===== src/rtl/vx_csr_access_ctrl.sv =====
// CSR access initiator: serialises CSRRW/RS/RC (and immediate forms) into one
// read, an optional write, and a single response carrying the old CSR value.
module vx_csr_access_ctrl #(
  parameter int NUM_WARPS     = 4,
  parameter int NUM_THREADS   = 4,
  parameter int UUID_BITS     = 44,
  parameter int CSR_ADDR_BITS = 12,
  localparam int NW_BITS      = (NUM_WARPS > 1) ? $clog2(NUM_WARPS) : 1
) (
  input  logic                     clk,
  input  logic                     reset,
  // Handshakes: a transfer happens on a rising edge where valid && ready;
  // valid never depends on ready, and rsp_valid holds its fields until taken.
  input  logic                     req_valid,
  output logic                     req_ready,
  input  logic [UUID_BITS-1:0]     req_uuid,
  input  logic [NW_BITS-1:0]       req_wid,
  input  logic [NUM_THREADS-1:0]   req_tmask,
  input  logic [1:0]               req_op,
  input  logic                     req_use_imm,
  input  logic [4:0]               req_imm,
  input  logic                     req_rs1_x0,
  input  logic [31:0]              req_rs1_data,
  input  logic [CSR_ADDR_BITS-1:0] req_addr,
  input  logic [4:0]               req_rd,
  input  logic                     req_wb,
  output logic                     read_enable,
  output logic [UUID_BITS-1:0]     read_uuid,
  output logic [CSR_ADDR_BITS-1:0] read_addr,
  output logic [NW_BITS-1:0]       read_wid,
  input  logic [31:0]              read_data,
  output logic                     write_enable,
  output logic [UUID_BITS-1:0]     write_uuid,
  output logic [CSR_ADDR_BITS-1:0] write_addr,
  output logic [NW_BITS-1:0]       write_wid,
  output logic [31:0]              write_data,
  output logic                     rsp_valid,
  input  logic                     rsp_ready,
  output logic [UUID_BITS-1:0]     rsp_uuid,
  output logic [NW_BITS-1:0]       rsp_wid,
  output logic [NUM_THREADS-1:0]   rsp_tmask,
  output logic [4:0]               rsp_rd,
  output logic                     rsp_wb,
  output logic [31:0]              rsp_data,
  output logic                     busy,
  output logic [63:0]              csr_stalls,
  output logic [1:0]               o_dbg_state
);

  typedef enum logic [1:0] {
    S_IDLE  = 2'd0,
    S_READ  = 2'd1,
    S_WRITE = 2'd2,
    S_RSP   = 2'd3
  } state_t;

  localparam logic [1:0] OP_RW = 2'd0;
  localparam logic [1:0] OP_RS = 2'd1;
  localparam logic [1:0] OP_RC = 2'd2;

  state_t                   r_state, w_next;
  logic [UUID_BITS-1:0]     r_uuid;
  logic [NW_BITS-1:0]       r_wid;
  logic [NUM_THREADS-1:0]   r_tmask;
  logic [1:0]               r_op;
  logic                     r_use_imm;
  logic [4:0]               r_imm;
  logic                     r_rs1_x0;
  logic [31:0]              r_rs1_data;
  logic [CSR_ADDR_BITS-1:0] r_addr;
  logic [4:0]               r_rd;
  logic                     r_wb;
  logic [31:0]              r_old;
  logic [31:0]              r_new;
  logic [63:0]              r_stalls;

  logic [31:0] w_src;
  logic [31:0] w_new;
  logic        w_op_valid;
  logic        w_do_read;
  logic        w_do_write;

  assign w_src      = r_use_imm ? {27'b0, r_imm} : r_rs1_data;
  assign w_op_valid = (r_op != 2'd3);
  // CSRRW with rd=x0 must not read; set/clear with a zero source must not write.
  assign w_do_read  = w_op_valid && !((r_op == OP_RW) && !r_wb);
  assign w_do_write = w_op_valid &&
                      ((r_op == OP_RW) || !(r_use_imm ? (r_imm == 5'd0) : r_rs1_x0));

  always_comb begin
    w_new = 32'd0;
    case (r_op)
      OP_RW:   w_new = w_src;
      OP_RS:   w_new = read_data | w_src;
      OP_RC:   w_new = read_data & ~w_src;
      default: w_new = 32'd0;
    endcase
  end

  always_comb begin
    w_next       = r_state;
    req_ready    = 1'b0;
    read_enable  = 1'b0;
    write_enable = 1'b0;
    rsp_valid    = 1'b0;
    case (r_state)
      S_IDLE: begin
        req_ready = !reset;
        if (req_valid) w_next = S_READ;
      end
      S_READ: begin
        read_enable = w_do_read && !reset;
        w_next      = w_do_write ? S_WRITE : S_RSP;
      end
      S_WRITE: begin
        write_enable = !reset;
        w_next       = S_RSP;
      end
      S_RSP: begin
        rsp_valid = !reset;
        if (rsp_ready) w_next = S_IDLE;
      end
      default: w_next = S_IDLE;
    endcase
  end

  always_ff @(posedge clk) begin
    if (reset) begin
      r_state    <= S_IDLE;
      r_uuid     <= '0;
      r_wid      <= '0;
      r_tmask    <= '0;
      r_op       <= '0;
      r_use_imm  <= 1'b0;
      r_imm      <= '0;
      r_rs1_x0   <= 1'b0;
      r_rs1_data <= '0;
      r_addr     <= '0;
      r_rd       <= '0;
      r_wb       <= 1'b0;
      r_old      <= '0;
      r_new      <= '0;
      r_stalls   <= '0;
    end else begin
      r_state <= w_next;
      if ((r_state == S_IDLE) && req_valid) begin
        r_uuid     <= req_uuid;
        r_wid      <= req_wid;
        r_tmask    <= req_tmask;
        r_op       <= req_op;
        r_use_imm  <= req_use_imm;
        r_imm      <= req_imm;
        r_rs1_x0   <= req_rs1_x0;
        r_rs1_data <= req_rs1_data;
        r_addr     <= req_addr;
        r_rd       <= req_rd;
        r_wb       <= req_wb;
      end
      if (r_state == S_READ) begin
        r_old <= read_enable ? read_data : 32'd0;
        r_new <= w_new;
      end
      if (req_valid && !req_ready) r_stalls <= r_stalls + 64'd1;
    end
  end

  assign read_uuid   = r_uuid;
  assign read_addr   = r_addr;
  assign read_wid    = r_wid;
  assign write_uuid  = r_uuid;
  assign write_addr  = r_addr;
  assign write_wid   = r_wid;
  assign write_data  = r_new;
  assign rsp_uuid    = r_uuid;
  assign rsp_wid     = r_wid;
  assign rsp_tmask   = r_tmask;
  assign rsp_rd      = r_rd;
  assign rsp_wb      = r_wb;
  assign rsp_data    = r_old;
  assign busy        = (r_state != S_IDLE) && !reset;
  assign csr_stalls  = r_stalls;
  assign o_dbg_state = r_state;

endmodule


===== config.mk =====
export PLATFORM = sky130hd
export DESIGN_NAME = vx_csr_access_ctrl
export DESIGN_NICKNAME = d
export VERILOG_FILES = /design/src/rtl/vx_csr_access_ctrl.sv
export SDC_FILE = /design/constraint.sdc
export NUM_CORES = 1
export LEC_CHECK = 0
export BUFFER_PORTS_ARGS = -buffer_cell sky130_fd_sc_hd__buf_2
export CAP_MARGIN = 5
export CORE_AREA = 2 2 173 175
export DETAILED_ROUTE_END_ITERATION = 16
export DIE_AREA = 0 0 175 177
export PLACE_DENSITY_LB_ADDON = 0.12
export SYNTH_ARGS = -nofsm -noshare
export SYNTH_HDL_FRONTEND = slang
export SYNTH_SLANG_ARGS = --single-unit

===== constraint.sdc =====
create_clock -name clk -period 6.8 [get_ports clk]
set_clock_uncertainty 0.15 [all_clocks]
set_input_delay 1.02 -clock clk [delete_from_list [all_inputs] [get_ports clk]]
set_output_delay 1.02 -clock clk [all_outputs]
set_load 0.03 [all_outputs]

Yosys cells after proc, flatten, opt, wreduce, memory -nomap -nowiden
Cells that the tools add are included.
- mux-type cells: 12
- equal/unequal tests: 8
- add/sub/neg operators: 1
- reductions and logical operators: 18
- bitwise logic cells: 3
- operators by type and width (cell ; number):
    case mux 32 bit (3 select lines) ; 1
    adder 64 x 1 -> 64 bit, second input constant ; 1
    2-to-1 mux 32 bit ; 2
    AND 32 bit ; 1
    NOT 32 bit ; 1
    bitwise OR 32 bit ; 1
    case mux 2 bit (4 select lines) ; 1
    logical AND 1 bit ; 7
    equality test 2 bit, second input constant ; 3
    2-to-1 mux 1 bit ; 6
    inequality test 2 bit, second input constant ; 3
    logical NOT 1 bit ; 5
    logical NOT 5 bit ; 1
    equality test 2 x 1 -> 1 bit, second input constant ; 2
    logical NOT 2 bit ; 2
    2-to-1 mux 2 bit ; 2
    AND reduction 2 bit ; 1
    nonzero test 2 bit ; 1
    logical OR 1 bit ; 1
- word-level logic and storage cells: 57
- bits in registers: 239
- input bits: 145

Logic depth before layout (Yosys ltp)
Gate-level depths: netlist of run 1.
- word-level depth: 7
- depth in mapped cells: 10

Least setup slack after synthesis of run 1
No wires, ideal clock.
- path kind: input to output
- start: in reset
- end: out read_enable
- data required time: 5630 ps
- stages on the path: 3
- slack: 3419 ps
- arrival time: 2211 ps
- path buffers: 2
- path through: buf_2 > a2111oi_2 > clkbuf_1
- cells in the longest elaborated chain, start to end: 3
- RTL lines (element ; line ; source):
    from (decl) ; 11 ; input logic reset,
    logical NOT 1 bit ; 112 ; read_enable = w_do_read && !reset;
    logical AND 1 bit ; 112 ;
    2-to-1 mux 1 bit ; 106 ; case (r_state)
    to (decl) ; 27 ; output logic read_enable,
No other way between the ends.

Final worst setup path of run 1
- start: reg r_state[1], in the netlist o_dbg_state[1]
- end: out read_enable
- cells in the longest elaborated chain, start to end: 2
- RTL lines (element ; line ; source):
    from (decl) ; 61 ; state_t r_state, w_next;
    from (signal assigned) ; 145 ; r_state <= w_next;
    equality test 2 x 1 -> 1 bit ; 106 ;
    2-to-1 mux 1 bit ; 106 ;
No other way between the ends.

==> impl_metrics.csv, run 1 <==
group,metric,value,unit
synth,synth_seq_area_share,0.4543,
clock_network,cts_hold_buf,0,
synth,synthFlopType,"dfxtp_1",
detailed_routing,via_count,9922,
worst_setup_path,cp-start-kind,"flip-flop",
synth,syn_area,10530,um2
detailed_routing,drtIter0Drc,544,
worst_setup_path,crit_chain,"inv_1 -> ha_2 -> buf_4 -> inv_1 -> a2111oi_4 -> buf_4 -> buf_2",
place,gp_congestion,0.7872,
cells_and_area,fillerInstances,3031,
detailed_routing,wl_per_cell,17.14,um
place,place_area,12260,um2
worst_setup_path,slowest_stage,"buf_4",
power_and_ir_drop,power.internal,2.959,mW
global_routing,met2_usage,0.3600,
global_routing,use_met1,0.2572,
clock_network,clock_latency,540,ps
power_and_ir_drop,power_leakage,6.032,nW
clock_network,ctsHtreeMaxLevel,1,
cells_and_area,layout_commonest_cell,"buf_2",
floorplanning,coreArea,29240,um2
floorplanning,io_pins,452,
sta,timing.final.crit_share,0.5920,
global_routing,antenna_found_initial,6,
place,hpwl,24000,um
clock_network,cts_buffers,28,
clock_network,ctsLongestPathBuffers,3,
synth,synth_fp_nets,1447,
clock_network,clock-root-buffer,"clkbuf_16",
sta,rsz0062_at_grt,"false",
sta,maxSlewViolCount,0,
synth,ys_ff_latch,239,
power_and_ir_drop,pwr-share-comb,0.341,
sta,fin_setup_tns,0,ps
place,post-place-ws,2435,ps
detailed_routing,remaining_drc_errors,0,
cells_and_area,nets,1747,
sta,hold_ws,298.9,ps
global_routing,grt-ovfl-total,0,
cells_and_area,register_area,4785,um2
min_path,hp-class,"reg2reg",
worst_setup_path,slowest_delay,530,ps
sta,worstMarginPinSlew,1042,ps
global_routing,grt_pass1_vias,8968,
power_and_ir_drop,sw_frac_of_total,0.3985,
worst_setup_path,path_class,"reg2out",
clock_network,cts_tree,"yes",
run,max_cap_viol_count,0,
detailed_routing,wl,34400,um
sta,finalHoldViolations,0,
cells_and_area,multi_input_area,4491,um2
power_and_ir_drop,power.switching,1.960,mW
cells_and_area,synthToLayoutAreaGrowth,25.05,%
clock_network,cts_resized,0,
place,io_buffers,451,
sta,worst_slack,2774,ps
floorplanning,dieArea,30980,um2
outcome,status,"finished clean",
cells_and_area,final_area,13170,um2
floorplanning,start_util,0.3602,
worst_setup_path,endpoint_kind,"primary output",
floorplanning,die_w,175,um
synth,ys_warn_count,0,
worst_setup_path,crit_fanout,65,
cells_and_area,postLayoutCoreUtil,0.4504,
power_and_ir_drop,irDropWorstVdd,176.1,uV
synth,syn_avg_cell_area,8.121,um2
floorplanning,rows,63,
synth,synth_cells,1297,
detailed_routing,ant_nets,0,
global_routing,grt_pass1_wl,51300,um
cells_and_area,final_layout_size_suffix_gt1_frac,0.3247,
synth,async_reset_ff_frac,0,
clock_network,clkSinkCount,239,
clock_network,cts_setup_buffers,0,
sta,slew_headroom,0.3035,
synth,ys_types,47,
power_and_ir_drop,clockPowerShare,0.299,
power_and_ir_drop,power,4.920,mW
sta,fmax,0.2484,GHz
place,dp.cells,1957,
global_routing,busiest_layer,"met2",
sta,period_needed,4026,ps
global_routing,grt.total_usage,0.2071,
worst_setup_path,critical-path-top-delay-family,"buffers and inverters",
power_and_ir_drop,powerDensity,373.5,nW/um2
synth,yosysTopAreaCell,"dfxtp_1",
floorplanning,die_y,177,um
power_and_ir_drop,sequentialPowerShare,0.360,
detailed_routing,first_pass_iters,5,
cells_and_area,layout_common_cells,"450 x buf_2, 279 x nand2_1, 239 x dfxtp_1",
detailed_routing,viasPerCell,4.944,
synth,yosysTopAreaCellShare,0.4543,
sta,setup_viol,0,
synth,netlist_top_cells_area,"dfxtp_1 45%, nand2_1 10%, buf_4 7.4%",
synth,synth-edff-count,0,
worst_setup_path,cp.required,5630,ps
worst_setup_path,path_buf_inv,5,
clock_network,path_clk_slew,60,ps
global_routing,grt_max_degree,99,
cells_and_area,fin_cells,2007,
global_routing,met3_usage,0.04983,
worst_setup_path,critPathArrivalTime,2860,ps
[tightest hold or removal path: stages (launching register included)]
cell and delay, ps:
dfxtp_1 300, nand2_1 50, a21oi_1 50
[sequential cells by signal, summed over array words and instances (netlist names)]
signal       flops
csr_stalls      64
read_uuid       44
r_rs1_data      32
rsp_data        32
write_data      32
read_addr       12
r_imm            5
rsp_rd           5
rsp_tmask        4
o_dbg_state      2
r_op             2
read_wid         2
r_rs1_x0         1
r_use_imm        1
rsp_wb           1
[layout make-up]
cell class,count,area share
Clock inverter,8,0.005415
Tap cell,390,0.03705
Timing Repair Buffer,462,0.1781
Antenna cell,3,0.0005700
Clock buffer,39,0.06327
Sequential cell,239,0.3633
Inverter,40,0.01140
Multi-Input combinational cell,826,0.3409
[cell families after synthesis]
group / synth area share
adders and majority gates: 0.005940
and+or+nand+nor: 0.2076
xor gates and xnor gates: 0.01996
DFF: 0.4543
buffers and inverters: 0.1225
muxes: 0.006653
AOI/OAI and AO/OA: 0.1831
[per-layer routing]
metal,routed length [um],share of wire
met4,852,0.025
met2,16700,0.49
met5,34,0.00099
met3,2246,0.065
met1,14560,0.42
[synthesized netlist by cell type (all sizes together), types with 25 or more instances]
library cell	number
a22oi	26
clkbuf	72
nand3	25
a21oi	150
nor2	68
inv	40
a211oi	28
o21ai	46
nand2	280
buf	120
a22o	32
dfxtp	239
[power groups by stage]
stage	Clock [mW]	Combinational (mW)	Sequential [mW]
CTS	1.52	1.69	1.77
finish	1.47	1.68	1.77
global placement	0	1.69	1.80
detailed placement	0	1.69	1.80
floorplan	0	0.989	2.09
global route	1.57	1.82	1.80
[final timing paths]
| kind | slack (ps) | endpoint | depth (start not counted) | from |
|---|---|---|---|---|
| hold / removal | 300 | rsp_rd[1]$_SDFFE_PP0P_ | 2 | rsp_rd[1]$_SDFFE_PP0P_ |
| hold reg to reg | 300 | rsp_rd[1]$_SDFFE_PP0P_ | 2 | rsp_rd[1]$_SDFFE_PP0P_ |
| setup / recovery | 2770 | read_enable | 7 | o_dbg_state[1]$_SDFFE_PP0P_ |
| setup reg to reg | 3240 | csr_stalls[55]$_SDFFE_PP0P_ | 7 | o_dbg_state[0]$_SDFFE_PP0P_ |
(Power assumes the default switching activity.)
==> inputs of run 2 (changes only) <==
--- a/config.mk
+++ b/config.mk
@@ -7,9 +7,9 @@
 export LEC_CHECK = 0
 export BUFFER_PORTS_ARGS = -buffer_cell sky130_fd_sc_hd__buf_2
 export CAP_MARGIN = 5
-export CORE_AREA = 2 2 173 175
+export CORE_AREA = 2 2 175 177
 export DETAILED_ROUTE_END_ITERATION = 16
-export DIE_AREA = 0 0 175 177
+export DIE_AREA = 0 0 177 179
 export PLACE_DENSITY_LB_ADDON = 0.12
 export SYNTH_ARGS = -nofsm -noshare
 export SYNTH_HDL_FRONTEND = slang
==> constraint.sdc (replaced) <==
create_clock -name clk -period 3.7 [get_ports clk]
set_clock_uncertainty 0.15 [all_clocks]
set_input_delay 0.555 -clock clk [delete_from_list [all_inputs] [get_ports clk]]
set_output_delay 0.555 -clock clk [all_outputs]
set_load 0.03 [all_outputs]
==> impl_metrics.csv, run 2 (synthesis results as in run 1) <==
group,metric,value,unit
place,gp_congestion,0.8439,
global_routing,antenna_found_initial,6,
sta,maxSlewViolCount,0,
worst_setup_path,crit_chain,"inv_1 -> ha_2 -> inv_1 -> a2111oi_4 -> buf_2",
detailed_routing,ant_nets,0,
detailed_routing,wl,34000,um
floorplanning,die_w,177,um
floorplanning,coreArea,30030,um2
floorplanning,start_util,0.3508,
place,io_buffers,451,
detailed_routing,viasPerCell,4.903,
clock_network,cts_buffers,27,
cells_and_area,synthToLayoutAreaGrowth,25.07,%
cells_and_area,largest_register_ffs,64,
power_and_ir_drop,irDropWorstVdd,399.0,uV
outcome,status,"finished clean",
sta,timing.final.crit_share,0.7781,
global_routing,grt_max_degree,83,
cells_and_area,fin_cells,2020,
clock_network,cts_setup_buffers,0,
worst_setup_path,cp-start-kind,"flip-flop",
run,max_cap_viol_count,0,
sta,fmax,0.3473,GHz
worst_setup_path,critical-path-top-delay-family,"buffers and inverters",
place,hpwl,23950,um
sta,fin_setup_tns,0,ps
detailed_routing,via_count,9905,
detailed_routing,drtIter0Drc,527,
clock_network,ctsLongestPathBuffers,3,
cells_and_area,nets,1750,
floorplanning,io_pins,452,
detailed_routing,remaining_drc_errors,0,
sta,finalHoldViolations,0,
global_routing,grt.total_usage,0.1997,
power_and_ir_drop,power_leakage,6.022,nW
floorplanning,dieArea,31680,um2
worst_setup_path,slowest_delay,470,ps
detailed_routing,first_pass_iters,4,
cells_and_area,layout_common_cells,"450 x buf_2, 279 x nand2_1, 239 x dfxtp_1",
place,dp.cells,1967,
clock_network,cts_resized,0,
detailed_routing,wl_per_cell,16.83,um
worst_setup_path,crit_path_frequent_cell,"inv_1",
worst_setup_path,path_class,"reg2out",
sta,rsz0062_at_grt,"false",
cells_and_area,final_layout_size_suffix_gt1_frac,0.3226,
worst_setup_path,endpoint_kind,"primary output",
global_routing,grt_pass1_wl,50400,um
floorplanning,rows,64,
clock_network,clock-root-buffer,"clkbuf_16",
worst_setup_path,slowest_stage,"ha_2",
clock_network,cts_hold_buf,0,
min_path,hp-class,"in2reg",
worst_setup_path,cp.required,2990,ps
worst_setup_path,critPathArrivalTime,2170,ps
global_routing,grt_pass1_vias,8739,
worst_setup_path,path_buf_inv,3,
global_routing,grt-ovfl-total,0,
sta,period_needed,2879,ps
clock_network,clkSinkCount,239,
floorplanning,die_y,179,um
cells_and_area,fillerInstances,3189,
clock_network,clock_latency,540,ps
power_and_ir_drop,powerDensity,678.6,nW/um2
clock_network,path_clk_slew,60,ps
sta,worstMarginPinSlew,916.3,ps
sta,worst_slack,821.1,ps
clock_network,cts_tree,"yes",
worst_setup_path,crit_fanout,23,
place,post-place-ws,866.8,ps
sta,slew_headroom,0.3891,
cells_and_area,layout_commonest_cell,"buf_2",
clock_network,ctsHtreeMaxLevel,1,
sta,setup_viol,0,
run 2: changes by cell type in the layout (fill, tap and decap cells not counted), sizes merged:
cell    previous run  this run
buf              462       466
clkbuf            39        45
bufinv             1         0
clkinv             5         3
run 2: path summary, 6_finish.rpt:
| check | startpoint | end | slack, ps | depth (start not counted) |
|---|---|---|---|---|
| worst max-delay path | o_dbg_state[1]$_SDFFE_PP0P_ | read_enable | 820 | 5 |
| worst min register to register | rsp_rd[1]$_SDFFE_PP0P_ | rsp_rd[1]$_SDFFE_PP0P_ | 300 | 2 |
| worst min-delay path | req_uuid[11] | read_uuid[11]$_SDFFE_PP0P_ | 90 | 3 |
| worst max register to register | o_dbg_state[0]$_SDFFE_PP0P_ | csr_stalls[50]$_SDFFE_PP0P_ | 860 | 7 |
run 2: stage by stage:
| step | utilization | total power, mW | hold WS [ps] | area, um2 |
|---|---|---|---|---|
| 6_report | 0.4387 | 8.939 | 94.82 | 13170 |
| 5_1_grt | 0.4384 | 9.475 | 82.86 | 13170 |
| 4_1_cts | 0.4384 | 9.056 | 73.72 | 13170 |
| 3_5_place_dp | 0.4099 | 6.451 | 295.1 | 12310 |
| 3_3_place_gp | 0.4099 | 6.420 | 290.6 | 12310 |
| 2_1_floorplan | - | 5.656 | 281.8 | 10530 |
run 2: layer usage:
metal	part of all wire	wire, um	vias to the layer above	global-route usage
met4	0.021	715	6	0.05200
met5	0.0010	34	-	0
met1	0.43	14530	4604	0.2594
li1	-	-	4935	-
met3	0.077	2622	55	0.05471
met2	0.47	16090	305	0.3265
run 2: tightest hold or removal path, cell delays in order:
cell	delay (ps)
buf_2	100
nand2_1	40
a21oi_1	50
run 2: final cells by class:
type                       instances  area, um2  share of cell area
inverter                          40      150.1             0.01140
antenna                            3      7.507           0.0005699
tap                              396      495.5             0.03761
multi-input combinational        826       4491              0.3409
clock buffer                      45      813.3             0.06174
timing repair buffer             466       2389              0.1813
sequential                       239       4785              0.3632
clock inverter                     5      42.54            0.003229
run 2: report_power, final:
group | total, mW | internal (mW) | switching, mW
clock | 2.58 | 1.50 | 1.08
sequential | 3.24 | 2.96 | 0.284
combinational | 3.11 | 0.879 | 2.23
total | 8.94 | 5.34 | 3.60
